`src/rtl/xbar_sched_pkg.sv`:
```
// Shared helpers and constants for the pipelined crossbar scheduler.
// Optional threshold masking is enabled with XBAR_SCHED_THRESH_EN.
package xbar_sched_pkg;

  localparam int MODE_MAX = 0;
  localparam int MODE_MIN = 1;

  // Entry width {v, len, id} for the default LEN_WIDTH=10, ID_WIDTH=5.
  localparam int ENTRY_W = 10 + 5 + 1;

  function automatic int pow2(input int width);
    return 1 << width;
  endfunction

  function automatic int stages(input int id_width, input int pipe_every);
    return (id_width + pipe_every - 1) / pipe_every;
  endfunction

  function automatic int entry_w(input int len_width, input int id_width);
    return len_width + id_width + 1;
  endfunction

endpackage

```
`src/rtl/xbar_sched_if.sv`:
```
// Valid/ready bus between the vector producer, the scheduler and the grant logic.
// The thresh signal exists only when XBAR_SCHED_THRESH_EN is defined.
interface xbar_sched_if #(
  parameter int LEN_WIDTH = 10,
  parameter int ID_WIDTH  = 5
);
  localparam int NUM_IN = 2 ** ID_WIDTH;

  logic                        in_valid;
  logic                        in_ready;
  logic [NUM_IN*LEN_WIDTH-1:0] in_len;
  logic [NUM_IN-1:0]           in_mask;
`ifdef XBAR_SCHED_THRESH_EN
  logic [LEN_WIDTH-1:0]        thresh;
`endif
  logic                        out_valid;
  logic                        out_ready;
  logic [LEN_WIDTH-1:0]        out_len;
  logic [ID_WIDTH-1:0]         out_id;
  logic                        out_found;

  modport master (
`ifdef XBAR_SCHED_THRESH_EN
    output thresh,
`endif
    output in_valid, in_len, in_mask, out_ready,
    input  in_ready, out_valid, out_len, out_id, out_found
  );

  modport slave (
`ifdef XBAR_SCHED_THRESH_EN
    input  thresh,
`endif
    input  in_valid, in_len, in_mask, out_ready,
    output in_ready, out_valid, out_len, out_id, out_found
  );
endinterface

```
`src/rtl/xbar_sched_node.sv`:
```
// One tournament node: picks the better of two (valid, len, id) entries.
// Ties go to input a, which always carries the lower queue ids.
module xbar_sched_node
  import xbar_sched_pkg::*;
#(
  parameter int LEN_WIDTH = 10,
  parameter int ID_WIDTH  = 5,
  parameter int MIN_MODE  = MODE_MAX
) (
  input  logic                 a_v,
  input  logic [LEN_WIDTH-1:0] a_len,
  input  logic [ID_WIDTH-1:0]  a_id,
  input  logic                 b_v,
  input  logic [LEN_WIDTH-1:0] b_len,
  input  logic [ID_WIDTH-1:0]  b_id,
  output logic                 y_v,
  output logic [LEN_WIDTH-1:0] y_len,
  output logic [ID_WIDTH-1:0]  y_id
);
  logic b_better, pick_b;

  // Strict compare so equal lengths keep input a.
  assign b_better = (MIN_MODE == MODE_MIN) ? (b_len < a_len) : (b_len > a_len);
  assign pick_b   = b_v && (!a_v || b_better);

  always_comb begin
    y_v   = a_v || b_v;
    y_len = '0;
    y_id  = '0;
    if (pick_b) begin
      y_len = b_len;
      y_id  = b_id;
    end else if (a_v) begin
      y_len = a_len;
      y_id  = a_id;
    end
  end
endmodule

```
`src/rtl/xbar_sched_pipe.sv`:
```
// Pipelined crossbar scheduler: comparator tree cut into register stages, global stall.
// Define XBAR_SCHED_THRESH_EN to mask leaves whose len is below bus.thresh.
module xbar_sched_pipe
  import xbar_sched_pkg::*;
#(
  parameter int LEN_WIDTH  = 10,
  parameter int ID_WIDTH   = 5,
  parameter int PIPE_EVERY = 1,
  parameter int MIN_MODE   = MODE_MAX
) (
  input  logic         clk,
  input  logic         rst,
  xbar_sched_if.slave  bus
);
  localparam int NUM_IN = pow2(ID_WIDTH);
  localparam int STAGES = stages(ID_WIDTH, PIPE_EVERY);
  localparam int EW     = entry_w(LEN_WIDTH, ID_WIDTH);

  // Heap-indexed tree: node n has children 2n and 2n+1, leaves at NUM_IN..2*NUM_IN-1.
  logic [2*NUM_IN-1:1]                ent_v;
  logic [2*NUM_IN-1:1][LEN_WIDTH-1:0] ent_len;
  logic [2*NUM_IN-1:1][ID_WIDTH-1:0]  ent_id;
  logic [NUM_IN-1:1]                  nd_v;
  logic [NUM_IN-1:1][LEN_WIDTH-1:0]   nd_len;
  logic [NUM_IN-1:1][ID_WIDTH-1:0]    nd_id;

  logic              adv;
  logic [STAGES:0]   vld_pipe;

  assign adv         = !vld_pipe[STAGES] || bus.out_ready;
  assign bus.in_ready = adv;
  assign vld_pipe[0] = bus.in_valid && adv;

  always_ff @(posedge clk) begin
    if (rst)      vld_pipe[STAGES:1] <= '0;
    else if (adv) vld_pipe[STAGES:1] <= vld_pipe[STAGES-1:0];
  end

  for (genvar i = 0; i < NUM_IN; i++) begin : g_leaf
    logic [LEN_WIDTH-1:0] len_i;
    assign len_i = bus.in_len[i*LEN_WIDTH +: LEN_WIDTH];
`ifdef XBAR_SCHED_THRESH_EN
    assign ent_v[NUM_IN+i] = bus.in_mask[i] && (len_i >= bus.thresh);
`else
    assign ent_v[NUM_IN+i] = bus.in_mask[i];
`endif
    assign ent_len[NUM_IN+i] = len_i;
    assign ent_id[NUM_IN+i]  = ID_WIDTH'(i);
  end

  for (genvar k = 0; k < ID_WIDTH; k++) begin : g_lvl
    localparam int FIRST = 1 << k;
    localparam int CNT   = 1 << k;
    // Register after every PIPE_EVERY levels counted from the leaves; root always registered.
    localparam bit REG   = (((ID_WIDTH - k) % PIPE_EVERY) == 0) || (k == 0);

    for (genvar j = 0; j < CNT; j++) begin : g_node
      localparam int N = FIRST + j;
      xbar_sched_node #(
        .LEN_WIDTH(LEN_WIDTH),
        .ID_WIDTH (ID_WIDTH),
        .MIN_MODE (MIN_MODE)
      ) u_node (
        .a_v  (ent_v[2*N]),
        .a_len(ent_len[2*N]),
        .a_id (ent_id[2*N]),
        .b_v  (ent_v[2*N+1]),
        .b_len(ent_len[2*N+1]),
        .b_id (ent_id[2*N+1]),
        .y_v  (nd_v[N]),
        .y_len(nd_len[N]),
        .y_id (nd_id[N])
      );
    end

    if (REG) begin : g_reg
      logic [CNT-1:0][EW-1:0] q;

      always_ff @(posedge clk) begin
        if (rst) begin
          q <= '0;
        end else if (adv) begin
          for (int j = 0; j < CNT; j++)
            q[j] <= {nd_v[FIRST+j], nd_len[FIRST+j], nd_id[FIRST+j]};
        end
      end

      for (genvar j = 0; j < CNT; j++) begin : g_out
        assign {ent_v[FIRST+j], ent_len[FIRST+j], ent_id[FIRST+j]} = q[j];
      end
    end else begin : g_wire
      assign ent_v[FIRST +: CNT]   = nd_v[FIRST +: CNT];
      assign ent_len[FIRST +: CNT] = nd_len[FIRST +: CNT];
      assign ent_id[FIRST +: CNT]  = nd_id[FIRST +: CNT];
    end
  end

  assign bus.out_valid = vld_pipe[STAGES];
  assign bus.out_found = ent_v[1];
  assign bus.out_len   = ent_len[1];
  assign bus.out_id    = ent_id[1];
endmodule

```
`src/flat_wrapper.sv`:
```
// flat-port wrapper written by rule: the top's interface ports become plain ports
module xbar_sched_pipe_flat import xbar_sched_pkg::*;
#(
  parameter int LEN_WIDTH  = 10,
  parameter int ID_WIDTH   = 5,
  parameter int PIPE_EVERY = 1,
  parameter int MIN_MODE   = MODE_MAX
)
  (clk, rst, bus_in_valid, bus_in_len, bus_in_mask, bus_out_ready, bus_in_ready, bus_out_valid, bus_out_len, bus_out_id, bus_out_found);
  xbar_sched_if #(.LEN_WIDTH(LEN_WIDTH), .ID_WIDTH(ID_WIDTH)) bus_i ();
  input  logic clk;
  input  logic rst;
  input wire logic [$bits(bus_i.in_valid)-1:0] bus_in_valid;
  input wire logic [$bits(bus_i.in_len)-1:0] bus_in_len;
  input wire logic [$bits(bus_i.in_mask)-1:0] bus_in_mask;
  input wire logic [$bits(bus_i.out_ready)-1:0] bus_out_ready;
  output wire logic [$bits(bus_i.in_ready)-1:0] bus_in_ready;
  output wire logic [$bits(bus_i.out_valid)-1:0] bus_out_valid;
  output wire logic [$bits(bus_i.out_len)-1:0] bus_out_len;
  output wire logic [$bits(bus_i.out_id)-1:0] bus_out_id;
  output wire logic [$bits(bus_i.out_found)-1:0] bus_out_found;
  assign bus_i.in_valid = bus_in_valid;
  assign bus_i.in_len = bus_in_len;
  assign bus_i.in_mask = bus_in_mask;
  assign bus_i.out_ready = bus_out_ready;
  assign bus_in_ready = bus_i.in_ready;
  assign bus_out_valid = bus_i.out_valid;
  assign bus_out_len = bus_i.out_len;
  assign bus_out_id = bus_i.out_id;
  assign bus_out_found = bus_i.out_found;
  xbar_sched_pipe #(.LEN_WIDTH(LEN_WIDTH), .ID_WIDTH(ID_WIDTH), .PIPE_EVERY(PIPE_EVERY), .MIN_MODE(MIN_MODE)) u_core (.clk(clk), .rst(rst), .bus(bus_i));
endmodule
```
`config.mk`:
```
export PLATFORM = sky130hd
export DESIGN_NAME = xbar_sched_pipe_flat
export DESIGN_NICKNAME = d
export VERILOG_FILES = /design/src/rtl/xbar_sched_pkg.sv /design/src/rtl/xbar_sched_if.sv /design/src/rtl/xbar_sched_node.sv /design/src/rtl/xbar_sched_pipe.sv /design/src/flat_wrapper.sv
export SDC_FILE = /design/constraint.sdc
export NUM_CORES = 2
export LEC_CHECK = 0
export CAP_MARGIN = 40
export CORE_MARGIN = 2
export CORE_UTILIZATION = 43
export CTS_CLUSTER_DIAMETER = 50
export DETAILED_ROUTE_END_ITERATION = 12
export GPL_ROUTABILITY_DRIVEN = 0
export PLACE_DENSITY = 0.73
export SYNTH_ARGS = -nofsm -noshare
export SYNTH_HDL_FRONTEND = slang
export SYNTH_HIERARCHICAL = 1
export SYNTH_SLANG_ARGS = --single-unit
```
`constraint.sdc`:
```
create_clock -name clk -period 3.1 [get_ports clk]
set_clock_uncertainty 0.2 [all_clocks]
set_input_delay 0.465 -clock clk [delete_from_list [all_inputs] [get_ports clk]]
set_output_delay 0.465 -clock clk [all_outputs]
set_load 0.05 [all_outputs]
```
==> flow_metrics.env <==
export IMPL_ctsHoldBuffers=0
export IMPL_path_clk_slew_ns=0.06
export IMPL_crit_start="u_core/ent_len[75]$_SDFFE_PP0P_"
export IMPL_track_usage_pct=20.2
export IMPL_holdCritPathClass="in -> reg"
export IMPL_syn_area_per_cell_um2=9.16
export IMPL_ys_warn_count=6
export IMPL_setup_viol=0
export IMPL_die_h_um=298
export IMPL_die_area_um2=88900
export IMPL_area_growth_pct=18.6
export IMPL_crit_family="compound AO/OA/AOI/OAI gates"
export IMPL_r2r_end="u_core/ent_len[38]$_SDFFE_PP0P_"
export IMPL_layout_commonest_cell="nand2b_1"
export IMPL_syn_inst=4063
export IMPL_final_cell_mix="531 x nand2b_1, 500 x dfxtp_1, 497 x nand4bb_1, 458 x o21ai_1, 404 x inv_1"
export IMPL_fin_util_pct=51.7
export IMPL_synth_cell_type_count=30
export IMPL_arrival_ns=3.01
export IMPL_reg2regPathDepth=9
export IMPL_final_layout_size_suffix_gt1_share_pct=10.1
export IMPL_drt_iter0_markers=2128
export IMPL_timing_reg2reg_setup_slack_ns=0.44
export IMPL_wire_per_inst_um=16.8
export IMPL_grt_ovfl_total=0
export IMPL_path_class="reg -> reg"
export IMPL_viasPerCell=5.53
export IMPL_status="finished, final reports clean"
export IMPL_critical_path_buf_inv_count=1
export IMPL_htree_num_levels=3
export IMPL_final_max_slew_viol_count=0
export IMPL_rsz0062_at_grt="false"
export IMPL_syn_area_um2=37200
export IMPL_worstPathMaxFanout=15
export IMPL_fin_crit_ns=2.66
export IMPL_startpoint_type="flop"
export IMPL_placedCellCount=5447
export IMPL_cts_buffer_depth=3
export IMPL_rows=107
export IMPL_min_to="u_core/ent_len[289]$_SDFFE_PP0P_"
export IMPL_hold_viol_final=0
export IMPL_vdd_drop_max_v=0.000367
export IMPL_r2r_start="u_core/ent_len[75]$_SDFFE_PP0P_"
export IMPL_relSlewSlack_pct=43.2
export IMPL_place_ws_ns=-0.0140
export IMPL_dpl_instance_area_um2=41500
export IMPL_cp_end_kind="flop"
export IMPL_grt_max_degree=168
export IMPL_ioPinCount=374
export IMPL_wl_um=93600
export IMPL_die_x_um=298
export IMPL_p_leak_uw=0.0173
export IMPL_holdPathStages=3
export IMPL_maxCapViolCount=0
export IMPL_antenna_cells=0
export IMPL_synth_top_area_cell="dfxtp_1"
export IMPL_grt_pass1_vias=29600
export IMPL_fin_nets=5047
export IMPL_postCtsSetupBuffers=0
export IMPL_path_cells="inv_1, ha_1, nand4_1, a211oi_2, a2111oi_4, o22ai_2, a22o_1, nand2b_1, o21ai_1"
export IMPL_synth_area_leaders="dfxtp_1 27%, nand4bb_1 15%, ha_1 10%"
export IMPL_cts_tree="built"
export IMPL_dp_hpwl_um=63400
export IMPL_cts_inserted_buffers=76
export IMPL_ys_seq_elements=501
export IMPL_vias=30900
export IMPL_final_cells=5585
export IMPL_drt_pass1_iter_count=5
export IMPL_min_period_over_period_pct=85.8
export IMPL_seq_area_frac_synth_pct=27.0
export IMPL_ctsResizeCount=0
export IMPL_cts_root_buf="clkbuf_16"
export IMPL_total_power_uw=20300
export IMPL_slowest_delay_ns=0.55
export IMPL_fmax_mhz=376
export IMPL_clock_sinks=501
export IMPL_worst_slack_ns=0.439
export IMPL_min_delay_start="bus_out_ready"
export IMPL_start_util_pct=43.6
export IMPL_clkLatencyLatePin_ns=0.63
export IMPL_p_per_area_nw_per_um2=460
export IMPL_io_buffers=373
export IMPL_final_area_um2=44100
export IMPL_antenna_found_initial=0
export IMPL_cpMaxStageDelayCell="o22ai_2"
export IMPL_grt_pass1_wl_um=153000
export IMPL_required_ns=3.45
export IMPL_yosys_area_top_type_share_pct=27.0
export IMPL_tightest_slew_ns=0.853
export IMPL_ant_nets=0
export IMPL_core_area_um2=85400
export IMPL_drc_errors=0
metrics by stage:
stage,TNS (ns),hold WS (ns)
after floorplan,0,0.225
after global placement,0,0.228
after detailed placement,-0.0179,0.234
after CTS,0,0.207
after global routing,0,0.271
final,0,0.246
worst min-delay path, cell delays in order:
cell	delay, ns
buf_8	0.23
nand4bb_1	0.25
o21ai_1	0.07
Yosys cell counts (all sizes together):
cell and n:
a2111oi 31, a211oi 62, a21oi 63, a22o 465, buf 203, clkbuf 151
conb 2, dfxtp 501, ha 310, inv 405, mux2i 3, nand2 62
nand2b 531, nand4 62, nand4bb 497, nor2 31, nor2b 1, o21a 31
o21ai 559, o22ai 31, o31ai 31, or2 31
routing by layer:
| layer | track usage [%] | wire length (µm) | share of wire [%] |
|---|---|---|---|
| met1 | 28.7 | 45600 | 49 |
| met2 | 32.5 | 43200 | 46 |
| met3 | 2.37 | 3470 | 3.7 |
| met4 | 4.52 | 1340 | 1.4 |
| met5 | 0 | 0 | 0 |
cell type report:
class                      instances  area, µm²
fill                            8022      41300
clock buffer                      92       2070
timing repair buffer             436       4460
tap                             1144       1430
multi-input combinational       2961      24000
inverter                         405       1520
clock inverter                    46        584
sequential                       501      10000
flip-flops by register name, indices dropped and copies added, names as in the netlist:
signal                flops
u_core/bus.out_valid      1
u_core/ent_v             30
u_core/ent_id           150
u_core/ent_len          300
u_core/g_lvl.g_reg.q     16
u_core/vld_pipe           4
cells by family after synthesis:
group / share of synthesized area, %
buffers and inverters: 10.0
multiplexers: 0.0807
AO/OA/AOI/OAI: 26.0
adder cells (fa/ha/maj): 10.4
flip-flops: 27.0
other: 0.0202
AND/OR/NAND/NOR: 26.5
worst max path at each step:
stage / end / slack [ns] / cells past startpoint
4_1_cts: u_core/ent_len[38]$_SDFFE_PP0P_ / 0.46 / 9
5_1_grt: u_core/ent_len[36]$_SDFFE_PP0P_ / 0.30 / 9
6_report: u_core/ent_len[38]$_SDFFE_PP0P_ / 0.44 / 9
3_5_place_dp: u_core/ent_len[252]$_SDFFE_PP0P_ / -0.01 / 10
2_1_floorplan: u_core/ent_id[145]$_SDFFE_PP0P_ / 0.77 / 10
3_3_place_gp: u_core/ent_len[252]$_SDFFE_PP0P_ / 0.03 / 10
where the power goes:
group | internal [µW] | leakage [µW] | switching (µW)
registers | 6830 | 0.00411 | 353
clock network | 5520 | 0.00129 | 3360
logic | 2120 | 0.0119 | 2110
Note: power is estimated with default switching activity, not from simulation.
